$ cat config.mk
export PLATFORM = sky130hd
export DESIGN_NAME = fifo_port_scheduler
export DESIGN_NICKNAME = d
export VERILOG_FILES = /design/src/rtl/fifo_port_scheduler.sv
export SDC_FILE = /design/constraint.sdc
export NUM_CORES = 1
export LEC_CHECK = 0
export CORE_UTILIZATION = 44
export DETAILED_ROUTE_END_ITERATION = 8
export PLACE_DENSITY_LB_ADDON = 0.25
export REMOVE_ABC_BUFFERS = 1
export SETUP_SLACK_MARGIN = 0.02
export SLEW_MARGIN = 10
export SYNTH_ARGS = -nofsm -noshare
export SYNTH_HDL_FRONTEND = slang
export SYNTH_SLANG_ARGS = --single-unit
export TNS_END_PERCENT = 50
$ cat constraint.sdc
create_clock -name Clk -period 8.35 [get_ports Clk]
set_input_delay 1.2525 -clock Clk [delete_from_list [all_inputs] [get_ports Clk]]
set_output_delay 1.2525 -clock Clk [all_outputs]
set_load 0.02 [all_outputs]
$ cat src/rtl/fifo_port_scheduler.sv
// Write-port sharer and read scheduler sitting in front of an 8-deep FIFO.
// Producers get round-robin grants with a burst cap; reads win except after two in a row.
module fifo_port_scheduler #(
    parameter int DATA_WIDTH = 32,
    parameter int DEPTH      = 8,
    parameter int BURST_MAX  = 4,
    parameter int LVL_W      = $clog2(DEPTH + 1)
) (
    input  logic                  Clk,
    input  logic                  Rst,
    input  logic                  EN,
    input  logic                  req0,
    input  logic                  req1,
    input  logic [DATA_WIDTH-1:0] data0,
    input  logic [DATA_WIDTH-1:0] data1,
    output logic                  ack0,
    output logic                  ack1,
    output logic                  grant0,
    output logic                  grant1,
    input  logic                  rdReq,
    output logic                  rdAck,
    output logic                  rdValid,
    output logic                  fifoEN,
    output logic                  fifoRst,
    output logic                  fifoWR,
    output logic                  fifoRD,
    output logic [DATA_WIDTH-1:0] fifoDataIn,
    output logic [LVL_W-1:0]      level
);

    localparam int BW = $clog2(BURST_MAX + 1);
    localparam logic [LVL_W-1:0] DEPTH_L    = LVL_W'(DEPTH);
    localparam logic [BW-1:0]    BURST_LAST = BW'(BURST_MAX - 1);

    typedef enum logic [1:0] {
        S_IDLE = 2'd0,
        S_WR0  = 2'd1,
        S_WR1  = 2'd2
    } state_t;

    state_t                state_q, state_d;
    logic                  last_q, last_d;
    logic [BW-1:0]         burst_q, burst_d;
    logic [1:0]            streak_q, streak_d;
    logic [LVL_W-1:0]      level_q, level_d;
    logic [DATA_WIDTH-1:0] data_q, data_d;
    logic                  fifo_wr_q, fifo_rd_q, rd_valid_q, fifo_rst_q, fifo_en_q;

    logic                  active_s, own_req_s, rd_cand_s, wr_cand_s;
    logic                  rd_acc_s, wr_acc_s, burst_done_s;
    logic [DATA_WIDTH-1:0] wr_data_s;

    // Accept candidates and single-winner arbitration for this cycle
    always_comb begin
        active_s  = ~Rst & ~fifo_rst_q & EN;
        own_req_s = 1'b0;
        wr_data_s = data0;
        case (state_q)
            S_WR0: begin
                own_req_s = req0;
                wr_data_s = data0;
            end
            S_WR1: begin
                own_req_s = req1;
                wr_data_s = data1;
            end
            default: begin
                own_req_s = 1'b0;
                wr_data_s = data0;
            end
        endcase
        rd_cand_s    = rdReq & (level_q != {LVL_W{1'b0}});
        wr_cand_s    = own_req_s & (level_q != DEPTH_L);
        // two reads in a row hand the slot to a waiting writer
        rd_acc_s     = active_s & rd_cand_s & ~((streak_q == 2'd2) & wr_cand_s);
        wr_acc_s     = active_s & wr_cand_s & ~rd_acc_s;
        burst_done_s = wr_acc_s & (burst_q == BURST_LAST);
    end

    // Next-state for grant FSM, burst, streak, occupancy and write data
    always_comb begin
        state_d  = state_q;
        last_d   = last_q;
        burst_d  = burst_q;
        streak_d = streak_q;
        level_d  = level_q;
        data_d   = data_q;
        if (EN) begin
            case (state_q)
                S_IDLE: begin
                    if (req0 & req1) begin
                        state_d = last_q ? S_WR0 : S_WR1;
                    end else if (req0) begin
                        state_d = S_WR0;
                    end else if (req1) begin
                        state_d = S_WR1;
                    end else begin
                        state_d = S_IDLE;
                    end
                end
                S_WR0: begin
                    if (~req0 | burst_done_s) begin
                        state_d = req1 ? S_WR1 : S_IDLE;
                        last_d  = 1'b0;
                        burst_d = {BW{1'b0}};
                    end else if (wr_acc_s) begin
                        burst_d = burst_q + BW'(1);
                    end else begin
                        burst_d = burst_q;
                    end
                end
                S_WR1: begin
                    if (~req1 | burst_done_s) begin
                        state_d = req0 ? S_WR0 : S_IDLE;
                        last_d  = 1'b1;
                        burst_d = {BW{1'b0}};
                    end else if (wr_acc_s) begin
                        burst_d = burst_q + BW'(1);
                    end else begin
                        burst_d = burst_q;
                    end
                end
                default: begin
                    state_d = S_IDLE;
                end
            endcase
            if (rd_acc_s) begin
                streak_d = (streak_q == 2'd2) ? 2'd2 : streak_q + 2'd1;
            end else begin
                streak_d = 2'd0;
            end
        end else begin
            state_d  = state_q;
            streak_d = streak_q;
        end
        if (wr_acc_s) begin
            level_d = level_q + LVL_W'(1);
            data_d  = wr_data_s;
        end else if (rd_acc_s) begin
            level_d = level_q - LVL_W'(1);
        end else begin
            level_d = level_q;
        end
    end

    // State and FIFO-control registers with synchronous reset
    always_ff @(posedge Clk) begin
        if (Rst) begin
            state_q    <= S_IDLE;
            last_q     <= 1'b0;
            burst_q    <= {BW{1'b0}};
            streak_q   <= 2'd0;
            level_q    <= {LVL_W{1'b0}};
            data_q     <= {DATA_WIDTH{1'b0}};
            fifo_wr_q  <= 1'b0;
            fifo_rd_q  <= 1'b0;
            rd_valid_q <= 1'b0;
            fifo_rst_q <= 1'b1;
            fifo_en_q  <= 1'b1;
        end else begin
            state_q    <= state_d;
            last_q     <= last_d;
            burst_q    <= burst_d;
            streak_q   <= streak_d;
            level_q    <= level_d;
            data_q     <= data_d;
            fifo_wr_q  <= wr_acc_s;
            fifo_rd_q  <= rd_acc_s;
            rd_valid_q <= fifo_rd_q;
            fifo_rst_q <= 1'b0;
            fifo_en_q  <= EN;
        end
    end

    assign ack0       = wr_acc_s & (state_q == S_WR0);
    assign ack1       = wr_acc_s & (state_q == S_WR1);
    assign rdAck      = rd_acc_s;
    assign grant0     = (state_q == S_WR0);
    assign grant1     = (state_q == S_WR1);
    assign rdValid    = rd_valid_q;
    assign fifoEN     = fifo_en_q;
    assign fifoRst    = fifo_rst_q;
    assign fifoWR     = fifo_wr_q;
    assign fifoRD     = fifo_rd_q;
    assign fifoDataIn = data_q;
    assign level      = level_q;

endmodule

==> out/results.ini <==
[routing]
finalWirelength_mm = 6.026
drt_iter0_drc = 66
ant_nets = 0
num_vias = 2264
wl_per_cell_um = 13.88
drc_errors = 0
viasPerCell = 5.217
dr.pass1.iters = 4

[clock_network]
cts.htree.levels = 2
cts_buffers = 5
clkLatencyLatePin_ns = 0.29
cts_tree = built
cts.sinks = 49
postCtsSetupBuffers = 0
clock-root-buffer = clkbuf_8
postCtsResizedCells = 0
cts_hold_buf = 0
path_clk_slew_ns = 0.08
cts_max_path_buffers = 2

[place]
numPortBuffers = 115
placedCellCount = 426
routabilityCongestion = 0.8697
detailed_place_hpwl_mm = 4.546
post-place-ws_ns = 3.001

[sta]
worst_slew_pin_slew_ns = 0.5429
final.setup.tns_ns = 0
fmax_mhz = 187.0
finClkSkew_ns = 0.005028
rsz0062_at_grt = false
final_max_slew_viol_count = 0
post-route-min-period_ns = 5.348
slew_headroom = 0.6381
layout_setup_ws_ns = 3.002
setup_viol = 0
hold_viol = 0
timing.hold.ws_ns = 0.4729
period_share = 0.6405

[setup_path]
worstSetupPathType = in -> out
crit_fanout = 59
r2r_cells = 10
start_kind = primary input
critPathLaunch = Rst
cp.arrival_ns = 4.10
cp.required_ns = 7.10
endpoint_kind = primary output
reg2reg_from = state_q[0]$_SDFFE_PP0P_

[synth]
synth_top_cell_by_area = dfxtp_1
synth.most_common_cell = dfxtp_1
synth_top_area_frac = 0.4023
synthArstFlopShare = 0
ys_seq_elements = 49
yosysWarnings = 0
synth_ff_type = dfxtp_1
synth_edf_count = 0
synth.area.top_cells = dfxtp_1 40%, mux2i_1 15%, a211oi_1 10%
synthCells = 256
synth_common_cells = 49 x dfxtp_1, 38 x nor2_1, 37 x mux2i_1
synth_cell_types = 40
syn_avg_cell_area_um2 = 9.526
seq_area_frac_synth = 0.4023
syn_area_um2 = 2439

[hold_path]
hp-start = fifoRD$_SDFF_PP0_
min_path_cells = 1
hp-class = reg -> reg

[die]
die_w_um = 76.45
die_h_um = 76.45
floorplan.rows = 26
start_util = 0.4656
die-area_um2 = 5844
num_io_pins = 116
core_um2 = 5238

[grt]
first_global_vias = 2157
grt_pass1_wl_mm = 9.970
overflow = 0
antenna_found_initial = 0
grt_max_degree = 60
grtUsageTotal = 0.2139

[cells_and_area]
fillCellCount = 433
layout.area.seq_um2 = 980.9
final_util = 0.7133
num_antenna_cells = 0
fin_nets = 446
area_growth_pct = 53.21
final_cells = 434
multi_input_area_um2 = 1344
drive_gt1_frac = 0.04396

[flow_run]
maxCapViolCount = 0

[pwr]
peakVddDrop_uv = 91.94
p_leak_nw = 1.285
power_density_nw_per_um2 = 132.7

[status]
status = finished, final reports clean

-- critical path: stages --
cell             delay [ns]
clkdlybuf4s50_1        0.39
buf_4                  0.26
and4bb_2               0.38
o2111a_2               0.43
buf_4                  0.53
and2_1                 0.21
clkdlybuf4s50_1        0.60
-- power breakdown --
group,internal (mW),switching [mW],leakage [nW]
Clock,0.0974,0.0756,0.0574
Combinational,0.0502,0.0342,0.832
Sequential,0.236,0.00238,0.396
-- worst paths after layout --
path | end | slack, ns
worst max-delay path | ack1 | 3.00
worst min-delay path | rdValid$_SDFF_PP0_ | 0.47
worst max register to register | level[3]$_SDFFE_PP0P_ | 5.48
worst min register to register | rdValid$_SDFF_PP0_ | 0.47
-- sequential cells by signal, indices dropped and copies added, names as in the netlist --
name	count
burst_q	3
state_q	2
streak_q	2
rdValid	1
fifoRD	1
fifoRst	1
last_q	1
fifoDataIn	32
level	4
fifoWR	1
fifoEN	1
-- placed cells by master (no fill, tap or decap), types with 2 or more instances in the layout --
cell / netlist / final
a211oi_1: 34 / 34
a21oi_1: 6 / 6
a22o_1: 3 / 3
a32oi_1: 2 / 2
and2_1: 3 / 3
buf_4: 0 / 3
clkbuf_8: 0 / 6
clkdlybuf4s50_1: 0 / 115
dfxtp_1: 49 / 49
ha_1: 12 / 11
inv_1: 8 / 8
mux2i_1: 37 / 37
nand2_1: 8 / 8
nand2b_1: 3 / 3
nand3_1: 3 / 3
nand3b_1: 2 / 2
nand4_1: 2 / 2
nor2_1: 38 / 38
nor2b_1: 3 / 3
nor3_1: 2 / 2
o21ai_0: 2 / 2
or4b_1: 2 / 2
or4b_2: 2 / 2
-- metal layers --
| metal | GRT usage | wire length, um | vias to the layer above |
|---|---|---|---|
| met4 | 0.08269 | 103 | 0 |
| met5 | 0 | 0 | - |
| met3 | 0.05868 | 328 | 7 |
| met2 | 0.3991 | 3233 | 67 |
| li1 | - | - | 1150 |
| met1 | 0.2256 | 2361 | 1040 |
-- through the flow --
step	instance area, um^2	power [mW]
finish	3736	0.4957
global route	3736	0.5190
CTS	3736	0.4994
detailed placement	3616	0.3283
global placement	3616	0.3267
floorplan	2351	0.2804
-- final cells by class --
class / count / area share
Clock buffer: 6 / 0.02210
Clock inverter: 2 / 0.01005
Inverter: 8 / 0.008038
Multi-Input combinational cell: 181 / 0.3597
Sequential cell: 49 / 0.2626
Tap cell: 70 / 0.02344
Timing Repair Buffer: 118 / 0.3141
-- logic make-up after synthesis --
logic type,synth area share
buffers and inverters,0.04823
adders and majority gates,0.06978
xor gates and xnor gates,0.003592
AOI/OAI and AO/OA,0.1796
DFF,0.4023
muxes,0.1519
and+or+nand+nor,0.1447
(Power assumes the default switching activity.)
==> patch, RTL diff (same flow settings) <==
Reset style: asynchronous (`Rst`), changed in one clocked block. Comments in the files are not updated.
--- a/src/rtl/fifo_port_scheduler.sv
+++ b/src/rtl/fifo_port_scheduler.sv
@@ -144,7 +144,7 @@
     end
 
     // State and FIFO-control registers with synchronous reset
-    always_ff @(posedge Clk) begin
+    always_ff @(posedge Clk or posedge Rst) begin
         if (Rst) begin
             state_q    <= S_IDLE;
             last_q     <= 1'b0;
Check against the original RTL: differs if Rst is asserted again (counterexample within 4 cycles, from zero or initial values and one cycle with Rst high); with Rst held inactive, the same outputs for 10 cycles.
==> patch against the unedited design <==
- design area grew 5.2%
- critical path type unchanged
- clock skew fell by 0.0013 ns
- maximum frequency rose by 14%
- sequential share of layout area up 5.0 points
- sequential cell count stayed put
- first-iteration DRC count increased by 120%
- highest routed layer unchanged
- critical endpoint is now ack0
- synthesized area rose by 8.1%
- worst setup slack better by 0.67 ns
- wire length increased by 15%
Power is not compared: it rests on default switching activity, and its combinational part moved more than twofold at a synthesized area within 25%.
==> patch: results (changes against the unedited design) <==
synth:
  yosys_warnings: 0  # unchanged
  synth.top_cells.by_count: "a21oi_1 (67), dfrtp_1 (47), mux2i_1 (35), ha_1 (12), inv_1 (11)"
  ys_types: 46  # +15%
  ys_seq_area_frac: 0.466  # +0.0640
  synth.area.top_cells: "dfrtp_1 (45%), mux2i_1 (13%), a21oi_1 (13%)"
  synthArstFlopShare: 1.00  # +1.00
timing:
  tightestPinTransition_ns: 1.01  # +0.468 ns
  fin_worst_skew_ns: 0.00371  # -0.00132 ns
  fmax_mhz: 214  # +14%
route:
  dr.pass1.iters: 4  # unchanged
  route.met2.wl_um: 3640  # +12%
  wl_met1_um: 2790  # +18%
  wl_per_cell_um: 16.1  # +16%
  wl_met3_um: 369  # +13%
  drtIter0Drc: 147  # +120%
  route.vias.total: 2334  # +3.1%
placed_design:
  post-place-ws_ns: 3.66  # +0.656 ns
  dp_hpwl_um: 4980  # +9.6%
  finalWeightedCongestion: 0.823  # -5.3%
cts:
  cts.reportedPaths.clkPinSlew_ns: 0.09
  clockRootBuffer: "clkbuf_8"
  numCtsBuffers: 5  # unchanged
  hold_buffers: 0  # unchanged
outcome:
  outcome: "complete, no violations"
global_routing:
  grt_use_total: 0.226  # +0.0125
  grt_pass1_vias: 2243  # +4.0%
  grt_pass1_wl_um: 11000  # +9.9%
  grt_max_degree: 50  # -17%
worst_setup_path:
  r2r_slack_ns: 4.73  # -0.75 ns
  worstRegToRegCells: 11  # +1
  timing.rr.start: "state_q[0]"
  critPathLaunch: "EN"
  worstPathMaxFanout: 36  # -39%
  worstPathArrival_ns: 3.43  # -0.67 ns
  r2r-end: "level[3]"
  critPathCapture: "ack0"
pwr:
  p_leak_nw: 1.61
finish:
  largest_reg_flops: 32  # unchanged
  layout-drive-gt1-share: 0.0700  # +0.0261
  num-fill-cells: 442  # +2.1%
  nNetsFinal: 439  # -1.6%
  insertedDiodeCount: 0  # unchanged
worst_hold_path:
  min_path_type: "flop to flop"
==> patch: changes by cell type in the layout (fill, tap and decap cells not counted), sizes merged, moves of 3 or more <==
cell	delta
a21oi	+61
dfxtp	-49
dfrtp	+47
nor2	-36
a211oi	-32
o211ai	+4
inv	+3
nand2	-3
nor2b	-3
or4b	-3
==> patch: stage by stage <==
stage	cell area [um2]	instances	utilization	hold slack (ns)
detailed placement	3840	421	0.680	0.446
finish	3930	429	0.697	0.449
CTS	3930	429	0.697	0.467
floorplan	2570	231	-	0.468
global route	3930	429	0.697	0.456
global placement	3840	421	0.680	0.429
==> patch: metal layers <==
| layer | vias to the layer above | GRT usage |
|---|---|---|
| li1 | 1115 | - |
| met1 | 1136 | 0.276 |
| met2 | 75 | 0.400 |
| met3 | 8 | 0.0434 |
| met4 | 0 | 0.0745 |
| met5 | - | 0 |
==> patch: worst max-delay path, stage by stage <==
cell and delay [ns]:
clkdlybuf4s50_1 0.54, nor3b_2 0.32, o21a_1 0.17, buf_4 0.34, and3_1 0.21, clkdlybuf4s50_1 0.59
==> patch: cells by family (layout without fill, tap and decap cells) <==
group,Yosys count,after routing,share of synthesized area
buffers and inverters,25,137,0.0399
xor gates and xnor gates,2,2,0.00665
muxes,37,37,0.142
other,1,1,0.00142
DFF,49,49,0.466
adders and majority gates,13,13,0.0646
AOI/OAI and AO/OA,91,91,0.209
and+or+nand+nor,27,27,0.0708
==> patch: layout make-up <==
| class | count | area share |
|---|---|---|
| Multi-Input combinational cell | 171 | 0.332 |
| Sequential cell | 49 | 0.313 |
| Timing Repair Buffer | 118 | 0.299 |
| Tap cell | 72 | 0.0229 |
| Clock buffer | 7 | 0.0220 |
| Inverter | 11 | 0.0105 |
| Clock inverter | 1 | 0.00191 |
==> patch: worst min path at each step <==
stage               slack [ns]    endpoint       start  cells past startpoint
floorplan                 0.47  burst_q[0]  burst_q[0]                      1
global placement          0.43     rdValid      fifoRD                      0
detailed placement        0.45     rdValid      fifoRD                      0
CTS                       0.47     rdValid      fifoRD                      0
global route              0.46     rdValid      fifoRD                      0
finish                    0.45     rdValid      fifoRD                      0
==> patch: power by group <==
part / switching [mW] / internal, mW / leakage (nW)
clock: 0.0760 / 0.0674 / 0.0445
combinational: 0.341 / 0.302 / 0.940
sequential: 0.0709 / 0.323 / 0.626
total: 0.487 / 0.693 / 1.61
